**src/rtl/mem_pkg.sv**
```systemverilog
`default_nettype none
// ============================================================================
//  Package   : mem_pkg
//  Brief     : Load/store encodings, FSM states and byte-lane helpers shared
//              by the memory-access stage.
//  Revision  : 1.0
// ============================================================================
package mem_pkg;

   typedef enum logic [2:0] {
      LT_LB  = 3'b000,
      LT_LH  = 3'b001,
      LT_LW  = 3'b010,
      LT_LD  = 3'b011,
      LT_LBU = 3'b100,
      LT_LHU = 3'b101,
      LT_LWU = 3'b110
   } load_type_e;

   typedef enum logic [1:0] {
      ST_SB = 2'b00,
      ST_SH = 2'b01,
      ST_SW = 2'b10,
      ST_SD = 2'b11
   } store_type_e;

   typedef enum logic [1:0] {
      S_IDLE      = 2'b00,
      S_WAIT_RESP = 2'b01,
      S_DONE      = 2'b10
   } mem_state_e;

   localparam logic [7:0] c_strb_byte = 8'h01;
   localparam logic [7:0] c_strb_half = 8'h03;
   localparam logic [7:0] c_strb_word = 8'h0F;
   localparam logic [7:0] c_strb_dbl  = 8'hFF;

   // Access size code: 0 byte, 1 half, 2 word, 3 doubleword.
   function automatic logic [7:0] strobe_base(input logic [1:0] size);
      logic [7:0] strb;
      case (size)
         2'd0:    strb = c_strb_byte;
         2'd1:    strb = c_strb_half;
         2'd2:    strb = c_strb_word;
         default: strb = c_strb_dbl;
      endcase
      return strb;
   endfunction

   function automatic logic [2:0] natural_off(input logic [2:0] off,
                                              input logic [1:0] size);
      logic [2:0] o;
      case (size)
         2'd0:    o = off;
         2'd1:    o = {off[2:1], 1'b0};
         2'd2:    o = {off[2], 2'b00};
         default: o = 3'b000;
      endcase
      return o;
   endfunction

   function automatic logic is_misaligned(input logic [2:0] off,
                                          input logic [1:0] size);
      return natural_off(off, size) != off;
   endfunction

endpackage
`default_nettype wire

```
**src/rtl/mem_access_stage_if.sv**
```systemverilog
`default_nettype none
// ============================================================================
//  Interface : mem_access_stage_if
//  Brief     : dcache request/response channel between the stage and dcache.
//  Revision  : 1.0
// ============================================================================
interface mem_access_stage_if #(
   parameter int ADDR_WIDTH     = 64,
   parameter int BUS_DATA_WIDTH = 64
);
   logic                        dc_req_valid;
   logic                        dc_req_ready;
   logic                        dc_req_we;
   logic [ADDR_WIDTH-1:0]       dc_req_addr;
   logic [BUS_DATA_WIDTH-1:0]   dc_req_wdata;
   logic [7:0]                  dc_req_wstrb;
   logic                        dc_resp_valid;
   logic [BUS_DATA_WIDTH-1:0]   dc_resp_rdata;

   modport master (
      output dc_req_valid, dc_req_we, dc_req_addr, dc_req_wdata, dc_req_wstrb,
      input  dc_req_ready, dc_resp_valid, dc_resp_rdata
   );

   modport slave (
      input  dc_req_valid, dc_req_we, dc_req_addr, dc_req_wdata, dc_req_wstrb,
      output dc_req_ready, dc_resp_valid, dc_resp_rdata
   );
endinterface
`default_nettype wire

```
**src/rtl/mem_load_align.sv**
```systemverilog
`default_nettype none
// ============================================================================
//  Module    : mem_load_align
//  Brief     : Shifts the addressed bytes of a doubleword down to bit 0 and
//              sign/zero-extends them according to the load type.
//  Revision  : 1.0
// ============================================================================
module mem_load_align
   import mem_pkg::*;
(
   input  wire  [63:0] i_rdata,
   input  wire  [2:0]  i_off,
   input  wire  [2:0]  i_load_type,
   output logic [63:0] o_data
);

   logic [63:0] w_shifted;

   assign w_shifted = i_rdata >> {i_off, 3'b000};

   always_comb begin
      o_data = w_shifted;
      case (load_type_e'(i_load_type))
         LT_LB:   o_data = {{56{w_shifted[7]}},  w_shifted[7:0]};
         LT_LH:   o_data = {{48{w_shifted[15]}}, w_shifted[15:0]};
         LT_LW:   o_data = {{32{w_shifted[31]}}, w_shifted[31:0]};
         LT_LBU:  o_data = {56'd0, w_shifted[7:0]};
         LT_LHU:  o_data = {48'd0, w_shifted[15:0]};
         LT_LWU:  o_data = {32'd0, w_shifted[31:0]};
         default: o_data = w_shifted;
      endcase
   end

endmodule
`default_nettype wire

```
**src/rtl/mem_access_stage.sv**
```systemverilog
`default_nettype none
// ============================================================================
//  Module    : mem_access_stage
//  Brief     : RV64 memory-access stage: issues one dcache access per load/
//              store, formats load data, registers the writeback fields.
//              Optional macro MEM_MISALIGN_TRAP_EN flags misaligned accesses.
//  Revision  : 1.0
// ============================================================================
module mem_access_stage
   import mem_pkg::*;
#(
   parameter int BUS_DATA_WIDTH = 64,
   parameter int ADDR_WIDTH     = 64
) (
   input  wire                        clk,
   input  wire                        reset_n,
   input  wire [BUS_DATA_WIDTH-1:0]   inResult,
   input  wire [BUS_DATA_WIDTH-1:0]   inDataReg2,
   input  wire                        inMemRead,
   input  wire                        inMemWrite,
   input  wire [2:0]                  inLoadType,
   input  wire [1:0]                  inStoreType,
   input  wire                        inRegWrite,
   input  wire                        inMemOrReg,
   input  wire                        inEcall,
   input  wire [4:0]                  inDestRegister,
   input  wire [63:0]                 inPc,
   input  wire [63:0]                 inEpc,
   input  wire                        in_stall_from_icache,
   mem_access_stage_if.master         dc,
   output logic                       out_stall_from_dcache,
   output logic [BUS_DATA_WIDTH-1:0]  outResult,
   output logic [BUS_DATA_WIDTH-1:0]  outLoadData,
   output logic                       outRegWrite,
   output logic                       outMemOrReg,
   output logic                       outEcall,
   output logic [4:0]                 outDestRegister,
   output logic [63:0]                outPc,
   output logic [63:0]                outEpc
`ifdef MEM_MISALIGN_TRAP_EN
   ,
   output logic                       out_misaligned
`endif
);

   logic                      w_memop;
   logic                      w_is_store;
   logic                      w_misaligned;
   logic                      w_access;
   logic [1:0]                w_size;
   logic [2:0]                w_off;
   logic                      w_req_valid;
   logic                      w_stall;
   logic                      w_wb_en;
   logic [63:0]               w_fmt_load;
   logic [BUS_DATA_WIDTH-1:0] w_wb_load;
   mem_state_e                r_state;
   mem_state_e                w_state_next;
   logic [BUS_DATA_WIDTH-1:0] r_rdata;

   assign w_memop    = inMemRead | inMemWrite;
   // Read and write together is illegal; the read wins.
   assign w_is_store = inMemWrite & ~inMemRead;
   assign w_size     = w_is_store ? inStoreType : inLoadType[1:0];

`ifdef MEM_MISALIGN_TRAP_EN
   assign w_off        = inResult[2:0];
   assign w_misaligned = w_memop & is_misaligned(inResult[2:0], w_size);
`else
   assign w_off        = natural_off(inResult[2:0], w_size);
   assign w_misaligned = 1'b0;
`endif

   // Held quiet during reset so the abandoned instruction cannot re-request.
   assign w_access = w_memop & ~w_misaligned & reset_n;

   assign dc.dc_req_valid = w_req_valid;
   assign dc.dc_req_we    = w_is_store;
   assign dc.dc_req_addr  = {inResult[ADDR_WIDTH-1:3], 3'b000};
   assign dc.dc_req_wstrb = strobe_base(w_size) << w_off;
   assign dc.dc_req_wdata = inDataReg2 << {w_off, 3'b000};

   always_ff @(posedge clk or negedge reset_n) begin
      if (!reset_n) begin
         r_state <= S_IDLE;
         r_rdata <= '0;
      end else begin
         r_state <= w_state_next;
         if (r_state == S_WAIT_RESP && dc.dc_resp_valid) begin
            r_rdata <= dc.dc_resp_rdata;
         end
      end
   end

   always_comb begin
      w_state_next = r_state;
      w_req_valid  = 1'b0;
      w_stall      = 1'b0;
      case (r_state)
         S_IDLE: begin
            w_req_valid = w_access;
            w_stall     = w_access;
            if (w_access && dc.dc_req_ready) begin
               w_state_next = S_WAIT_RESP;
            end
         end
         S_WAIT_RESP: begin
            w_stall = 1'b1;
            if (dc.dc_resp_valid) begin
               w_state_next = S_DONE;
            end
         end
         S_DONE: begin
            // Stay until the writeback register has actually captured.
            if (!in_stall_from_icache) begin
               w_state_next = S_IDLE;
            end
         end
         default: w_state_next = S_IDLE;
      endcase
   end

   assign out_stall_from_dcache = w_stall;

   mem_load_align u_load_align (
      .i_rdata     (r_rdata),
      .i_off       (w_off),
      .i_load_type (inLoadType),
      .o_data      (w_fmt_load)
   );

   assign w_wb_load = (r_state == S_DONE && inMemRead) ? w_fmt_load : '0;
   assign w_wb_en   = ~w_stall & ~in_stall_from_icache;

   always_ff @(posedge clk or negedge reset_n) begin
      if (!reset_n) begin
         outResult       <= '0;
         outLoadData     <= '0;
         outRegWrite     <= 1'b0;
         outMemOrReg     <= 1'b0;
         outEcall        <= 1'b0;
         outDestRegister <= '0;
         outPc           <= '0;
         outEpc          <= '0;
      end else if (w_wb_en) begin
         outResult       <= inResult;
         outLoadData     <= w_wb_load;
         outRegWrite     <= inRegWrite & ~w_misaligned;
         outMemOrReg     <= inMemOrReg;
         outEcall        <= inEcall;
         outDestRegister <= inDestRegister;
         outPc           <= inPc;
         outEpc          <= inEpc;
      end
   end

`ifdef MEM_MISALIGN_TRAP_EN
   always_ff @(posedge clk or negedge reset_n) begin
      if (!reset_n) begin
         out_misaligned <= 1'b0;
      end else if (w_wb_en) begin
         out_misaligned <= w_misaligned;
      end
   end
`endif

endmodule
`default_nettype wire

```
**src/flat_wrapper.sv**
```systemverilog
// flat-port wrapper written by rule: the top's interface ports become plain ports
module mem_access_stage_flat import mem_pkg::*;
#(
   parameter int BUS_DATA_WIDTH = 64,
   parameter int ADDR_WIDTH     = 64
)
  (clk, reset_n, inResult, inDataReg2, inMemRead, inMemWrite, inLoadType, inStoreType, inRegWrite, inMemOrReg, inEcall, inDestRegister, inPc, inEpc, in_stall_from_icache, out_stall_from_dcache, outResult, outLoadData, outRegWrite, outMemOrReg, outEcall, outDestRegister, outPc, outEpc, dc_dc_req_valid, dc_dc_req_we, dc_dc_req_addr, dc_dc_req_wdata, dc_dc_req_wstrb, dc_dc_req_ready, dc_dc_resp_valid, dc_dc_resp_rdata);
  mem_access_stage_if #(.ADDR_WIDTH(ADDR_WIDTH), .BUS_DATA_WIDTH(BUS_DATA_WIDTH)) dc_i ();
  input  wire clk;
  input  wire reset_n;
  input  wire [BUS_DATA_WIDTH-1:0] inResult;
  input  wire [BUS_DATA_WIDTH-1:0] inDataReg2;
  input  wire inMemRead;
  input  wire inMemWrite;
  input  wire [2:0] inLoadType;
  input  wire [1:0] inStoreType;
  input  wire inRegWrite;
  input  wire inMemOrReg;
  input  wire inEcall;
  input  wire [4:0] inDestRegister;
  input  wire [63:0] inPc;
  input  wire [63:0] inEpc;
  input  wire in_stall_from_icache;
  output logic out_stall_from_dcache;
  output logic [BUS_DATA_WIDTH-1:0] outResult;
  output logic [BUS_DATA_WIDTH-1:0] outLoadData;
  output logic outRegWrite;
  output logic outMemOrReg;
  output logic outEcall;
  output logic [4:0] outDestRegister;
  output logic [63:0] outPc;
  output logic [63:0] outEpc;
  output wire logic [$bits(dc_i.dc_req_valid)-1:0] dc_dc_req_valid;
  output wire logic [$bits(dc_i.dc_req_we)-1:0] dc_dc_req_we;
  output wire logic [$bits(dc_i.dc_req_addr)-1:0] dc_dc_req_addr;
  output wire logic [$bits(dc_i.dc_req_wdata)-1:0] dc_dc_req_wdata;
  output wire logic [$bits(dc_i.dc_req_wstrb)-1:0] dc_dc_req_wstrb;
  input wire logic [$bits(dc_i.dc_req_ready)-1:0] dc_dc_req_ready;
  input wire logic [$bits(dc_i.dc_resp_valid)-1:0] dc_dc_resp_valid;
  input wire logic [$bits(dc_i.dc_resp_rdata)-1:0] dc_dc_resp_rdata;
  assign dc_dc_req_valid = dc_i.dc_req_valid;
  assign dc_dc_req_we = dc_i.dc_req_we;
  assign dc_dc_req_addr = dc_i.dc_req_addr;
  assign dc_dc_req_wdata = dc_i.dc_req_wdata;
  assign dc_dc_req_wstrb = dc_i.dc_req_wstrb;
  assign dc_i.dc_req_ready = dc_dc_req_ready;
  assign dc_i.dc_resp_valid = dc_dc_resp_valid;
  assign dc_i.dc_resp_rdata = dc_dc_resp_rdata;
  mem_access_stage #(.BUS_DATA_WIDTH(BUS_DATA_WIDTH), .ADDR_WIDTH(ADDR_WIDTH)) u_core (.clk(clk), .reset_n(reset_n), .inResult(inResult), .inDataReg2(inDataReg2), .inMemRead(inMemRead), .inMemWrite(inMemWrite), .inLoadType(inLoadType), .inStoreType(inStoreType), .inRegWrite(inRegWrite), .inMemOrReg(inMemOrReg), .inEcall(inEcall), .inDestRegister(inDestRegister), .inPc(inPc), .inEpc(inEpc), .in_stall_from_icache(in_stall_from_icache), .dc(dc_i), .out_stall_from_dcache(out_stall_from_dcache), .outResult(outResult), .outLoadData(outLoadData), .outRegWrite(outRegWrite), .outMemOrReg(outMemOrReg), .outEcall(outEcall), .outDestRegister(outDestRegister), .outPc(outPc), .outEpc(outEpc));
endmodule
```
**config.mk**
```make
export PLATFORM = sky130hd
export DESIGN_NAME = mem_access_stage_flat
export DESIGN_NICKNAME = d
export VERILOG_FILES = /design/src/rtl/mem_pkg.sv /design/src/rtl/mem_access_stage_if.sv /design/src/rtl/mem_load_align.sv /design/src/rtl/mem_access_stage.sv /design/src/flat_wrapper.sv
export SDC_FILE = /design/constraint.sdc
export NUM_CORES = 1
export LEC_CHECK = 0
export CAP_MARGIN = 20
export CORE_AREA = 2 2 287 289
export DETAILED_ROUTE_END_ITERATION = 16
export DIE_AREA = 0 0 289 291
export HOLD_SLACK_MARGIN = 0.12
export PLACE_DENSITY = 0.5
export SYNTH_ARGS = -nofsm -noshare
export SYNTH_HDL_FRONTEND = slang
export SYNTH_HIERARCHICAL = 1
export SYNTH_SLANG_ARGS = --single-unit
```
**constraint.sdc**
```tcl
create_clock -name clk -period 5.1 [get_ports clk]
set_input_delay 1.02 -clock clk [delete_from_list [all_inputs] [get_ports clk]]
set_output_delay 1.02 -clock clk [all_outputs]
set_load 0.03 [all_outputs]
```
Word level (Yosys, flattened, before mapping):

Cells that the tools add are included.

* logic and storage cells: 50
* input bits: 340
* register bits: 330

* shifts and indexed selects: 3
* bitwise operators: 7
* reduce and logical (&&, ||, !) cells: 7
* muxes and demuxes: 11
* eq/ne operators: 12

Operator list (count)
* $pmux W64 S6: 1
* $mux W64: 1
* $shl A64 B6 Y64: 1
* $shr A64 B6 Y64: 1
* $pmux W8 S3: 1
* $eq A3 B3 Y1 const B: 3
* $pmux W3 S3: 1
* $mux W2: 4
* $shl A8 B3 Y8: 1
* $pmux W2 S3: 1
* $eq A2 B1 Y1 const B: 2
* $eq A2 B2 Y1 const B: 2
* $logic_not A2 Y1: 2
* $ne A2 B2 Y1 const B: 2
* $and A1 B1 Y1: 3
* $eq A3 B1 Y1 const B: 1
* $eq A3 B2 Y1 const B: 1
* $logic_and A1 B1 Y1: 3
* $logic_not A3 Y1: 1
* $not A1 Y1: 3
* $reduce_and A3 Y1: 1
* $ne A2 B1 Y1 const B: 1
* $pmux W1 S2: 1
* $mux W1: 1
* $or A1 B1 Y1: 1

Logic depth before layout (Yosys ltp):

* depth in word-level cells: 8
* mapped depth: 16

Hierarchy:

The synthesis kept the hierarchy.

Modules (own cells, without submodules)
* mem_access_stage: area each 15135.8 um2, times used 1, cells each 1635, seq. area each 8257.9 um2
* mem_load_align: area each 2338.5 um2, times used 1, cells each 293, seq. area each 0.0 um2

Worst setup path after synthesis:

Ideal clock, no wire load.

* kind: input to output
* start: input port inMemWrite
* end: output port dc_dc_req_wdata[57]
* stages on the path: 8
* data arrival time: 3024 ps
* data required time: 4080 ps
* path buffers: 4
* path slack: 1056 ps
* path through: nor2b_2 buf_6 o211ai_1 buf_4 inv_6 buf_4 buf_1 a221oi_1

* longest elaborated chain between the ends: 5
* elaborated cells on any way between the ends: 7
* those cells by class: 2 x eq/ne; 1 x shift; 2 x mux; 1 x bitwise; 1 x reduce/logical

RTL lines
* start, declared: RTL line flat_wrapper.sv:14 `input wire inMemWrite;`
* $and A1 B1 Y1 *: RTL line mem_access_stage.sv:63 `assign w_is_store = inMemWrite & ~inMemRead;`
* via dc_dc_req_we: RTL line flat_wrapper.sv:34 `output wire logic [$bits(dc_i.dc_req_we)-1:0] dc_dc_req_we;`
* $mux W2 *: RTL line mem_access_stage.sv:64 `assign w_size = w_is_store ? inStoreType : inLoadType[1:0];`
* $eq A2 B2 Y1 (tied with other cells): RTL line mem_pkg.sv:53 `case (size)`
* $pmux W3 S3 *: RTL line mem_pkg.sv:53
* via u_core.w_off[1]: RTL line mem_access_stage.sv:51 `logic [2:0] w_off;`
* $shl A64 B6 Y64 *: RTL line mem_access_stage.sv:81 `assign dc.dc_req_wdata = inDataReg2 << {w_off, 3'b000};`
* end, declared: RTL line flat_wrapper.sv:36 `output wire logic [$bits(dc_i.dc_req_wdata)-1:0] dc_dc_req_wdata;`

The timed path passes the listed nets; every way through them passes the cells marked *.

Worst setup path after layout:

* start: input port inMemWrite
* end: output port dc_dc_req_wdata[28]

* longest elaborated chain between the ends: 5
* elaborated cells on any way between the ends: 7
* those cells by class: 2 x eq/ne; 1 x shift; 2 x mux; 1 x bitwise; 1 x reduce/logical

RTL lines (RTL line)
* $and A1 B1 Y1 *: mem_access_stage.sv:63
* $mux W2 *: mem_access_stage.sv:64
* $eq A2 B2 Y1 (tied with other cells): mem_pkg.sv:53
* $pmux W3 S3 *: mem_pkg.sv:53
* $shl A64 B6 Y64 *: mem_access_stage.sv:81

Every way passes the cells marked *; elsewhere a longest branch is shown, timed or not.

==> out/results.tsv <==
stage	metric	value	unit
setup_path	WP data arrival	3.95	ns
setup_path	worst-path cell chain	clkdlybuf4s50_1 > nor2b_2 > o211ai_1 > buf_12 > inv_6 > buf_12 > nand2_1 > a311oi_1 > buf_4 > buf_12	
sta	Final min period	4.966	ns
cts	CTS max path bufs	3	
setup_path	critical path peak fanout	29	
sta	Relative slew margins	24.93	%
global_route	first-pass GRT wire length	122.0	mm
sta	Slew Limit Fails	0	
pwr	Power Density	427.7	nW/um^2
floorplan	Die Height	291	um
logic_synthesis	Synth async-reset ratio	100.0	%
placement	hpwl dp	68.98	mm
logic_synthesis	number of synthesized register bits	330	
logic_synthesis	Post-synth EDFFs	0	
drt	DR vias/cell	4.522	
floorplan	Die Wd	289	um
cts	clk_lat worst skew	0.58	ns
layout	most common cell after layout, fill and taps aside	nand2_1	
setup_path	Setup CP Type	input port to output port	
sta	actual slew at the worst max-slew pin	1.126	ns
logic_synthesis	library cells used by synthesis	60	
layout	fin cells	3677	
setup_path	CP max stage cell	a311oi_1	
logic_synthesis	Synth area leader	dfrtp_1	
placement	Placed Area	25740	um^2
cts	Root Driver	clkbuf_16	
pwr	Total Power	11.61	mW
sta	Setup Total Neg Slack	0	ns
setup_path	CP startpoint	inMemWrite	
placement	GPL Wtd Cong	0.9568	
sta	final hold slack	0.4675	ns
logic_synthesis	Synth top area share	47.26	%
sta	clock skew after layout	0.02440	ns
cts	CTS HTree Levels	2	
worst_hold_path	worst hold path class	flip-flop to flip-flop	
pwr	Static Leak	12.52	nW
floorplan	I/O pin total	743	
floorplan	FP Rows	105	
logic_synthesis	Synth area leaders	dfrtp_1 47%, nand2_1 17%, mux2_2 6.2%	
cts	cts hold-fix bufs	0	
logic_synthesis	yosys warns	6	
sta	final setup fails	0	
drt	final WL	86.42	mm
global_route	total track usage	19.93	%
setup_path	Reg2Reg Depth	7	
global_route	initial antenna violation count	12	
setup_path	flop2flop setup slack	2.70	ns
cts	CTS buffer count	43	
run_status	status	finished, final reports clean	
drt	WL per Instance	23.50	um
drt	met3 WL	6.956	mm
pwr	Worst VDD drop	0.2107	mV
logic_synthesis	syn_area_per_cell	9.063	um^2
global_route	number of global-route vias before repair	16840	
drt	DRC Markers	0	
logic_synthesis	register area share after synthesis	47.26	%
cts	# clock sinks	330	
drt	met2 wire length	41.66	mm
logic_synthesis	top_reg_cell synth	dfrtp_1	
layout	commonest cells after routing, fill and taps aside	813 x nand2_1, 673 x clkdlybuf4s50_1, 330 x dfrtp_1	
setup_path	CP max stage delay	0.60	ns
logic_synthesis	Cells after Synth	1928	
setup_path	cell mode on critical path	buf_12	
drt	DRT met1 WL	34.19	mm
setup_path	WP buf/inv	6	
layout	NumNets Final	2913	
placement	number of port buffers	739	
drt	DR pass1 iterations	5	
sta	FMAX	201.4	MHz
setup_path	Worst Path Required	4.08	ns
floorplan	Initial Util	21.52	%
cts	post-CTS setup buffers	0	
cts	CTS clk-pin slew, worst paths	0.05	ns
cts	CTS tree	yes	
cts	post-cts resize count	0	
setup_path	instance count on the critical path	10	
setup_path	CP Capture Type	output port	
layout	fraction of layout cells with a size suffix above 1	13.27	%
flow_run	max_cap viols	0	
logic_synthesis	Post-Syn Area	17470	um^2
setup_path	cell family with most CP delay	buffers and inverters	
sta	period utilization	97.37	%
floorplan	Core ar.	81190	um^2
drt	Vias	16630	
setup_path	Startpoint Class	input port	
placement	placed instance count	3598	
drt	DRT antenna net count	0	
global_route	largest net degree at the start of global routing	157	
sta	final hold vios	0	
global_route	grt ovf	0	
layout	area grow syn2layout	55.31	%
worst_hold_path	worst hold start	u_core/outLoadData[6]$_DFFE_PN0P_	
worst_hold_path	WHS Path Cells	2	
floorplan	die area	84100	um^2
layout	fin area	27140	um^2
drt	DRT iter0 DRCs	1025	
drt	top routing layer in use	met5	
setup_path	RR Startpoint	u_core/r_rdata[63]$_DFFE_PN0P_	
sta	RSZ-0062 raised after global routing	false	
[worst paths after layout]
check | to
min reg2reg | u_core/outLoadData[6]$_DFFE_PN0P_
max | dc_dc_req_wdata[28]
max in group asynchronous | u_core/outMemOrReg$_DFFE_PN0P_
max reg2reg | u_core/outLoadData[44]$_DFFE_PN0P_
min | u_core/outLoadData[6]$_DFFE_PN0P_
min in group asynchronous | u_core/outLoadData[30]$_DFFE_PN0P_
[Yosys cell counts (3+ instances only)]
master,count
a21oi_1,15
buf_4,73
and2_0,3
a311oi_1,4
inv_1,7
nor3_1,6
nor2_1,47
a22o_1,3
mux2_2,96
nor2b_1,11
buf_6,12
a22oi_1,9
mux2i_1,92
nand3_1,80
buf_1,10
clkbuf_1,58
dfrtp_1,330
o2bb2ai_1,8
o22ai_1,8
o21ai_0,38
a221oi_1,8
nand4_1,30
buf_2,49
mux4_2,35
a211oi_1,4
o21a_1,4
o211ai_1,4
a41oi_1,4
o2111ai_1,5
nand2_1,813
nand3_2,4
nand3b_1,3
and2_1,5
and3_1,20
[layout make-up]
| cell class | instances | area [um^2] |
|---|---|---|
| sequential | 330 | 8258 |
| antenna | 7 | 17.52 |
| multi-input combinational | 1387 | 7989 |
| fill | 8355 | 54050 |
| tap | 1070 | 1339 |
| clock inverter | 16 | 180.2 |
| inverter | 10 | 45.04 |
| timing repair buffer | 801 | 8105 |
| clock buffer | 56 | 1205 |
[worst reg2reg max path, stage by stage, from the launching register on]
cell	delay (ns)
dfrtp_1	0.51
mux2i_1	0.16
mux4_2	0.51
or4_4	0.57
buf_12	0.25
nand4_1	0.11
nand3_1	0.12
nand2_1	0.11
[kinds of logic (layout without fill, tap and decap cells)]
kind of cell / Yosys count / after routing / share of synthesized area (%)
multiplexers: 225 / 225 / 16.12
AO/OA/AOI/OAI: 125 / 125 / 5.019
other: 1 / 10 / 0.02146
AND/OR/NAND/NOR: 1034 / 1034 / 24.47
buffers and inverters: 213 / 883 / 7.117
flip-flops: 330 / 330 / 47.26
[registers in the layout, summed over array words and instances, names as in the netlist]
signal                  flops
u_core/outRegWrite          1
u_core/outMemOrReg          1
u_core/outDestRegister      5
u_core/outResult           64
u_core/outPc               64
u_core/outEpc              64
u_core/r_rdata             64
u_core/outEcall             1
u_core/outLoadData         64
u_core/r_state              2
[through the flow]
| stage | util [%] | setup WS, ns |
|---|---|---|
| final | 33.43 | 0.1341 |
| after global routing | 33.42 | 0.001804 |
| after CTS | 33.40 | 0.1595 |
| after detailed placement | 31.70 | 0.1720 |
| after global placement | 31.67 | 0.2036 |
| after floorplan | - | 1.056 |
[report_power, final]
group	leakage (nW)	total, mW	switching [mW]	internal (mW)
combinational	7.70	4.68	2.66	2.02
sequential	4.14	3.92	0.621	3.30
clock	0.682	3.00	1.23	1.77
[layer usage]
metal | GRT usage [%] | vias up
met5 | 0 | -
met4 | 8.172 | 12
met3 | 5.933 | 145
met2 | 33.30 | 655
met1 | 23.73 | 8138
li1 | - | 7679
No activity file was read; power rests on OpenSTA's default activity.
